===== config.mk =====
export PLATFORM = sky130hd
export DESIGN_NAME = pll_clock_ctrl
export DESIGN_NICKNAME = d
export VERILOG_FILES = /design/src/rtl/pll_clock_ctrl.sv
export SDC_FILE = /design/constraint.sdc
export NUM_CORES = 1
export LEC_CHECK = 0
export ABC_AREA = 1
export CAP_MARGIN = 20
export CORE_UTILIZATION = 25
export CTS_BUF_LIST = sky130_fd_sc_hd__clkbuf_8
export CTS_CLUSTER_DIAMETER = 150
export DETAILED_ROUTE_END_ITERATION = 12
export PLACE_DENSITY = 0.39
export SLEW_MARGIN = 10
export SYNTH_ARGS = -nofsm -noshare
export SYNTH_HDL_FRONTEND = slang
export SYNTH_SLANG_ARGS = --single-unit

===== constraint.sdc =====
create_clock -name clock -period 4 [get_ports clock]
set_input_delay 0.6 -clock clock [delete_from_list [all_inputs] [get_ports clock]]
set_output_delay 0.6 -clock clock [all_outputs]
set_load 0.01 [all_outputs]

===== src/rtl/pll_clock_ctrl.sv =====
// pll_clock_ctrl: lock-qualified reset sequencer and divided clock-enable strobes behind a PLL.
// Counts lock losses seen while running; all outputs are registered.
module pll_clock_ctrl #(
  parameter int LOCK_STABLE = 1024,
  parameter int RESET_HOLD  = 16,
  parameter int NUM_CE      = 2,
  parameter int DIV_W       = 8,
  parameter int CNT_W       = 8
) (
  input  logic                    clock,
  input  logic                    reset,
  input  logic                    pll_locked,
  input  logic [NUM_CE*DIV_W-1:0] div,
  output logic                    rst_out,
  output logic                    ready,
  output logic [NUM_CE-1:0]       ce,
  output logic [CNT_W-1:0]        lock_lost_count
);
  localparam int MX = (LOCK_STABLE > RESET_HOLD) ? LOCK_STABLE : RESET_HOLD;
  localparam int CW = $clog2(MX + 1);
  typedef enum logic [1:0] {WAIT_LOCK, STABLE, HOLD, RUN} state_t;
  state_t            state_q, state_d;
  logic [1:0]        sync_q, sync_d;
  logic [CW-1:0]     cnt_q, cnt_d;
  logic [CNT_W-1:0]  lost_q, lost_d;
  logic              rst_out_q, ready_q;
  logic [NUM_CE-1:0] ce_q, ce_d;
  logic [DIV_W-1:0]  c_q [NUM_CE];
  logic [DIV_W-1:0]  c_d [NUM_CE];
  logic [DIV_W-1:0]  d_q [NUM_CE];
  logic [DIV_W-1:0]  d_d [NUM_CE];
  logic              lock_s, run_d, enter;
  assign lock_s = sync_q[1];
  assign sync_d = {sync_q[0], pll_locked};
  always_comb begin
    state_d = state_q;
    cnt_d   = cnt_q;
    lost_d  = lost_q;
    if (!lock_s) begin
      state_d = WAIT_LOCK;
      lost_d  = (state_q == RUN && lost_q != '1) ? lost_q + 1'b1 : lost_q;
    end else begin
      unique case (state_q)
        WAIT_LOCK: begin
          state_d = STABLE;
          cnt_d   = '0;
        end
        STABLE: begin
          state_d = (cnt_q == CW'(LOCK_STABLE - 1)) ? HOLD : STABLE;
          cnt_d   = (cnt_q == CW'(LOCK_STABLE - 1)) ? '0 : cnt_q + 1'b1;
        end
        HOLD: begin
          state_d = (cnt_q == CW'(RESET_HOLD - 1)) ? RUN : HOLD;
          cnt_d   = cnt_q + 1'b1;
        end
        default: state_d = RUN;
      endcase
    end
  end
  // Counters hold the value for the upcoming cycle so ce can be registered without lag.
  assign run_d = (state_d == RUN);
  assign enter = run_d && (state_q != RUN);
  always_comb begin
    ce_d = '0;
    for (int i = 0; i < NUM_CE; i++) begin
      c_d[i]  = (!run_d || enter || c_q[i] == d_q[i]) ? '0 : c_q[i] + 1'b1;
      d_d[i]  = (enter || (state_q == RUN && c_q[i] == d_q[i])) ? div[i*DIV_W +: DIV_W] : d_q[i];
      ce_d[i] = run_d && (c_d[i] == '0);
    end
  end
  always_ff @(posedge clock or posedge reset) begin
    if (reset) begin
      state_q   <= WAIT_LOCK;
      sync_q    <= '0;
      cnt_q     <= '0;
      lost_q    <= '0;
      rst_out_q <= 1'b1;
      ready_q   <= 1'b0;
      ce_q      <= '0;
      c_q       <= '{default: '0};
      d_q       <= '{default: '0};
    end else begin
      state_q   <= state_d;
      sync_q    <= sync_d;
      cnt_q     <= cnt_d;
      lost_q    <= lost_d;
      rst_out_q <= !run_d;
      ready_q   <= run_d;
      ce_q      <= ce_d;
      c_q       <= c_d;
      d_q       <= d_d;
    end
  end
  assign rst_out         = rst_out_q;
  assign ready           = ready_q;
  assign ce              = ce_q;
  assign lock_lost_count = lost_q;
endmodule


==> results of run 1 <==
## cell type report
cell class / instances / area, um2 / share of cell area [%]
Clock buffer: 10 / 138 / 3.45
Clock inverter: 6 / 26.3 / 0.658
Inverter: 87 / 327 / 8.18
Multi-Input combinational cell: 306 / 1480 / 37.1
Sequential cell: 59 / 1480 / 37.0
Tap cell: 172 / 215 / 5.39
Timing Repair Buffer: 32 / 328 / 8.21
## worst max path at each step
stage,from,to,slack [ns]
after floorplan,reset,c_q[0],1.95
after global placement,reset,d_q[7],1.92
after detailed placement,state_q[0],cnt_q[8],2.06
after CTS,rst_out,rst_out,2.00
after global routing,state_q[0],cnt_q[8],1.80
final,rst_out,rst_out,2.03
## sequential cells by signal, indices dropped and copies added (netlist names)
signal           cells
ready                1
lock_lost_count      8
state_q              2
ce                   2
cnt_q               11
rst_out              1
d_q                 16
c_q                 16
sync_q               2
## layout by cell type, fill, tap and decap left out, types with 9 or more instances in the layout
master             n
clkdlybuf4s50_1   30
nor2_1            54
o21ai_0            9
ha_1               9
nand2_1          149
inv_1             87
dfrtp_1           58
nor3_1            10
nand3_1           32
xor2_1            14
clkbuf_8          10
## synthesized netlist by cell type (all sizes together) (3+ instances only)
master  instances  area, um2
xor2           14        123
nand2         152        578
o21ai          10       53.8
nor3           11       60.1
clkbuf          3       11.3
nor2           55        214
inv            87        327
nand4           6       37.5
ha              9        113
xnor2           6       52.6
dfrtp          58       1450
buf             4       26.3
nand3          35        198
## metal layers
metal	track usage, %	wire, um	up-vias
met5	0	0	-
met4	3.54	89	0
met3	3.45	241	9
met2	19.2	3330	35
met1	15.7	3620	1283
li1	-	-	1455
## stage by stage
| step | util (%) | instances | instance area (um2) | worst slack (ns) |
|---|---|---|---|---|
| floorplan | - | 459 | 3320 | 1.95 |
| global placement | 29.8 | 655 | 3810 | 1.92 |
| detailed placement | 30.0 | 656 | 3830 | 2.06 |
| CTS | 31.2 | 672 | 3990 | 2.00 |
| global route | 31.2 | 672 | 3990 | 1.80 |
| finish | 31.2 | 672 | 3990 | 2.03 |
## power by group through the flow
stage                     clock, mW  combinational (mW)  sequential (mW)
after floorplan                   0              0.0205            0.613
after global placement            0              0.0465            0.613
after detailed placement          0              0.0490            0.613
after CTS                     0.494              0.0492            0.602
after global routing          0.518              0.0540            0.602
final                         0.467              0.0470            0.602
## cell families (layout without fill, tap and decap cells)
| kind of cell | count (synthesis) | in the layout |
|---|---|---|
| flip-flops | 59 | 59 |
| buffers and inverters | 94 | 135 |
| adder cells (fa/ha/maj) | 9 | 9 |
| AND/OR/NAND/NOR | 263 | 263 |
| XOR/XNOR | 20 | 20 |
| AO/OA/AOI/OAI | 14 | 14 |
==> out/qor.txt, run 1 <==
Syn_area_per_cell -> 7.24 um2
Beginning of the worst hold path -> sync_q[0]
Post-Synth Adder-Cell Area -> 3.39%
Levels on crit path -> 1
Layout cell share with drive strength beyond 1 -> 5.60%
Number of buffers and inverters on the critical path -> 1
Status -> completed
First-iteration detailed-routing DRC count -> 112
Synth Warn # -> 0
Arrival time of the worst setup path -> 1.37 ns
Switching part of the total power -> 23.6%
Net Sw Power -> 0.263 mW
Post-synthesis sequential element count -> 59
Post-layout total power -> 1.12 mW
Number of clock buffers inserted by TritonCTS -> 9
Maximum fanout along the worst path -> 1
Total congestion overflow after global routing -> 0
Number of vias in the routed layout -> 2782
Placeable core region -> 12800 um2
H-Tree Depth -> 3
Synth Area in Compound Gates -> 2.34%
Crit share post-route -> 49.2%
Std-Cell Rows -> 41
Count of nets left with antenna violations after detail routing -> 0
Pin slew with the least headroom to its limit -> 0.571 ns
Remaining routing DRC violations -> 0
Highest achievable clock rate -> 509 MHz
Fraction of power consumed by sequential logic -> 54.0%
Main combinational cell family by area after synthesis -> simple AND/OR/NAND/NOR gates
RSZ-0062 raised after global routing -> no
Relative slew slack -> 61.8%
Final setup violation count -> 0
Pin count of the biggest net entering global routing -> 36
Critical Path RT -> 3.40 ns
Simple-gate area share of the yosys netlist -> 33.6%
Buffer cell driving the clock tree root -> clkbuf_8
Hold Path Stages -> 0
Number of enable flip-flop cells after synthesis -> 0
Detailed placement HPWL -> 5.53 mm
Hold Buf Count CTS -> 0
Routed length per placed instance -> 10.8 um
Clock sink total -> 59
Post-synthesis async set-or-reset flop share -> 100%
Number of primary I/O pins -> 31
Crit. End Element -> output pin
CP Cell Sequence -> clkdlybuf4s50_1
Drt total wl -> 7.29 mm
Dominant delay contributor by cell family on the critical path -> buffers and inverters
Worst-Skew Late Latency -> 0.34 ns
Type of element launching the critical path -> register
Pint -> 0.853 mW
Number of instances resized during post-cts repair -> 0
Leakage component of the power -> 2.08 nW
Chip Width -> 117 um
Clock tree skew after final layout -> 0.0106 ns
Buffers inserted by post-CTS timing repair -> 0
Clock network power share -> 41.8%
Netlist area before placement -> 3320 um2
Maximum resistive drop on vdd -> 0.122 mV
Pwr per Cell Area -> 280 nW/um2
Final min period -> 1.97 ns
Antenna Cells -> 0
Minimum setup slack among reg-to-reg paths -> 2.06 ns
GRT Util Overall -> 12.0%
Fill count -> 1397
Min-delay worst type -> reg2reg
Post-synthesis share of cell area spent on xor and xnor gates -> 5.27%
Global-route wire length before repair -> 12.6 mm
Worst-case reg-to-reg path depth -> 7
Total die area -> 13800 um2
Gate count of the mapped netlist -> 459
Initial antenna violation count -> 0
Clock-pin slew reported for the worst setup and hold paths after clock tree synthesis -> 0.07 ns
Max_cap viols -> 0
Sequential share of the synthesized area -> 44.5%
Layout overhead on the synthesized area -> 20.2%
CTS tree -> done
Max Slew Vio Count -> 0
Die height -> 117 um
Master of the slowest instance on the critical path -> clkdlybuf4s50_1
Starting utilization of the core area -> 26.0%
RR Startpoint -> state_q[0]
Final nets -> 523
Endpoint of the lowest-slack register-to-register path -> cnt_q[8]
Final estimated routing congestion in global placement -> 0.752
Multiplexer share of the synthesized area -> 0%
Syn Nets -> 487
Deepest clock path buffer count -> 2
Post-synth top flop -> dfrtp_1
Sink of the worst hold path -> sync_q[1]
Hold Fails Final Rpt -> 0
Worst hold-check slack -> 0.353 ns
Critical path's largest stage delay -> 0.52 ns
Post-synthesis cell type count -> 28
PortBufs -> 30
Detailed Routing Iterations Pass 1 -> 5
Ratio of routed vias to standard cells -> 4.14
Critical path start-end classification -> reg2out
Via count of the first global-routing pass -> 2677
Combinational fraction of design power -> 4.2%
Setup tns final -> 0 ns
Note: power is estimated with default switching activity, not from simulation.
==> run 2, diff against run 1 <==
==> constraint.sdc (replaced) <==
create_clock -name clock -period 1.9 [get_ports clock]
set_input_delay 0.285 -clock clock [delete_from_list [all_inputs] [get_ports clock]]
set_output_delay 0.285 -clock clock [all_outputs]
set_load 0.01 [all_outputs]
==> out/qor.txt, run 2 (same netlist as run 1, synthesis figures left out) <==
Worst-Skew Late Latency -> 0.35 ns
Type of element launching the critical path -> register
PortBufs -> 30
Pin slew with the least headroom to its limit -> 0.387 ns
H-Tree Depth -> 3
Via count of the first global-routing pass -> 2807
Number of vias in the routed layout -> 2837
Critical path startpoint -> cnt_q[0]
CTS tree -> done
Clock network power share -> 42.0%
Detailed placement HPWL -> 5.80 mm
Clock tree skew after final layout -> 0.00933 ns
First-iteration detailed-routing DRC count -> 137
Total die area -> 13800 um2
Leading cell type in the layout, fill and taps excluded -> nand2_1
Combinational fraction of design power -> 4.7%
Maximum resistive drop on vdd -> 0.427 mV
Status -> completed
Placeable core region -> 12800 um2
Total congestion overflow after global routing -> 0
Global-route wire length before repair -> 13.6 mm
Post-placement cell count -> 663
Critical Path RT -> 2.14 ns
Routed length per placed instance -> 11.5 um
Relative slew slack -> 74.1%
Leading registers by flop count -> c_q x16, d_q x16, cnt_q x11
Worst setup slack after layout -> 0.110 ns
Net Sw Power -> 0.581 mW
Count of nets left with antenna violations after detail routing -> 0
Hold Buf Count CTS -> 0
Buffer cell driving the clock tree root -> clkbuf_8
Starting utilization of the core area -> 26.0%
Maximum fanout along the worst path -> 5
Min-delay worst type -> in2async
Detailed Routing Iterations Pass 1 -> 4
Pwr per Cell Area -> 577 nW/um2
Std-Cell Rows -> 41
Final nets -> 540
Crit share post-route -> 94.2%
Worst slack, placed -> 0.0326 ns
Layout overhead on the synthesized area -> 24.3%
Antenna Cells -> 0
Max Slew Vio Count -> 0
Remaining routing DRC violations -> 0
Hold Fails Final Rpt -> 0
GRT Util Overall -> 13.1%
Max_cap viols -> 0
Pin count of the biggest net entering global routing -> 19
Leakage component of the power -> 2.15 nW
Initial antenna violation count -> 0
Chip Width -> 117 um
Crit. End Element -> register
Highest achievable clock rate -> 559 MHz
Number of primary I/O pins -> 31
Fraction of power consumed by sequential logic -> 53.3%
Final estimated routing congestion in global placement -> 0.770
RSZ-0062 raised after global routing -> yes
Most frequent cells in the layout -> nand2_1 (149), inv_1 (86), dfrtp_1 (58)
Number of clock buffers inserted by TritonCTS -> 9
RR Startpoint -> cnt_q[0]
Layout cell share with drive strength beyond 1 -> 8.91%
Clock sink total -> 59
Ratio of routed vias to standard cells -> 4.12
Die height -> 117 um
Clock-pin slew reported for the worst setup and hold paths after clock tree synthesis -> 0.07 ns
Final min period -> 1.79 ns
Switching part of the total power -> 24.4%
Drt total wl -> 7.90 mm
Arrival time of the worst setup path -> 2.03 ns
Critical path start-end classification -> reg2reg
Final std cells w/o fill -> 688
Pint -> 1.80 mW
Deepest clock path buffer count -> 2
Final setup violation count -> 0
Post-layout total power -> 2.38 mW
run 2: changes by cell type in the layout (fill, tap and decap cells not counted):
cell / change
nand3_4: +1
nand2_2: -2
nand3_2: +1
nand2_4: +2
buf_12: -1
nand3_1: -1
buf_4: +17
inv_1: -1
run 2: worst max-delay path: stages (launching register included):
cell and delay [ns]:
dfrtp_1 0.38, ha_1 0.18, inv_1 0.09, nor2_4 0.12, nand3_2 0.11, o21ai_2 0.16, nand2_1 0.08, inv_2 0.12
nand3_4 0.14, buf_4 0.17, nand3_1 0.06, nand2_1 0.06
run 2: power groups by stage:
stage	logic (mW)	clock network [mW]	registers, mW
after CTS	0.114	1.05	1.27
after global routing	0.128	1.11	1.27
final	0.113	1.00	1.27
after global placement	0.113	0	1.29
after floorplan	0.0432	0	1.29
after detailed placement	0.114	0	1.29
run 2: path summary, 6_finish.rpt:
kind	endpoint	slack, ns	cells past startpoint
setup / recovery	d_q[7]	0.11	11
hold / removal	cnt_q[6]	0.22	2
setup reg to reg	d_q[7]	0.11	11
hold reg to reg	sync_q[1]	0.35	0
max in group asynchronous	c_q[6]	1.08	3
min in group clock	sync_q[1]	0.35	0
run 2: what timing repair did:
item | in CTS | in global routing
gates resized for setup | 0 | 4
buffers inserted | 0 | 9
setup endpoints to repair | 0 | 16
run 2: cell type report:
cell class              count  area [um2]
fillers                  1352        8650
multi-input cells         307        1510
flip-flops and latches     59        1480
repair buffers             48         435
inverters                  87         327
well taps                 172         215
clock buffers              10         138
clock inverters             5        22.5
run 2: metal layers:
layer | global-route usage (%) | share of wire (%) | vias to the layer above
met5 | 0 | 0 | -
met4 | 4.81 | 1.3 | 0
met3 | 3.86 | 2.9 | 11
met2 | 20.3 | 45 | 32
met1 | 17.2 | 51 | 1303
li1 | - | - | 1491
run 2: stage by stage:
| stage | hold slack [ns] | util (%) | area [um2] | TNS, ns |
|---|---|---|---|---|
| 2_1_floorplan | 0.316 | - | 3320 | 0 |
| 3_3_place_gp | 0.340 | 30.3 | 3870 | 0 |
| 3_5_place_dp | 0.343 | 30.3 | 3870 | 0 |
| 4_1_cts | 0.223 | 31.5 | 4030 | 0 |
| 5_1_grt | 0.269 | 32.3 | 4130 | -0.136 |
| 6_report | 0.225 | 32.3 | 4130 | 0 |
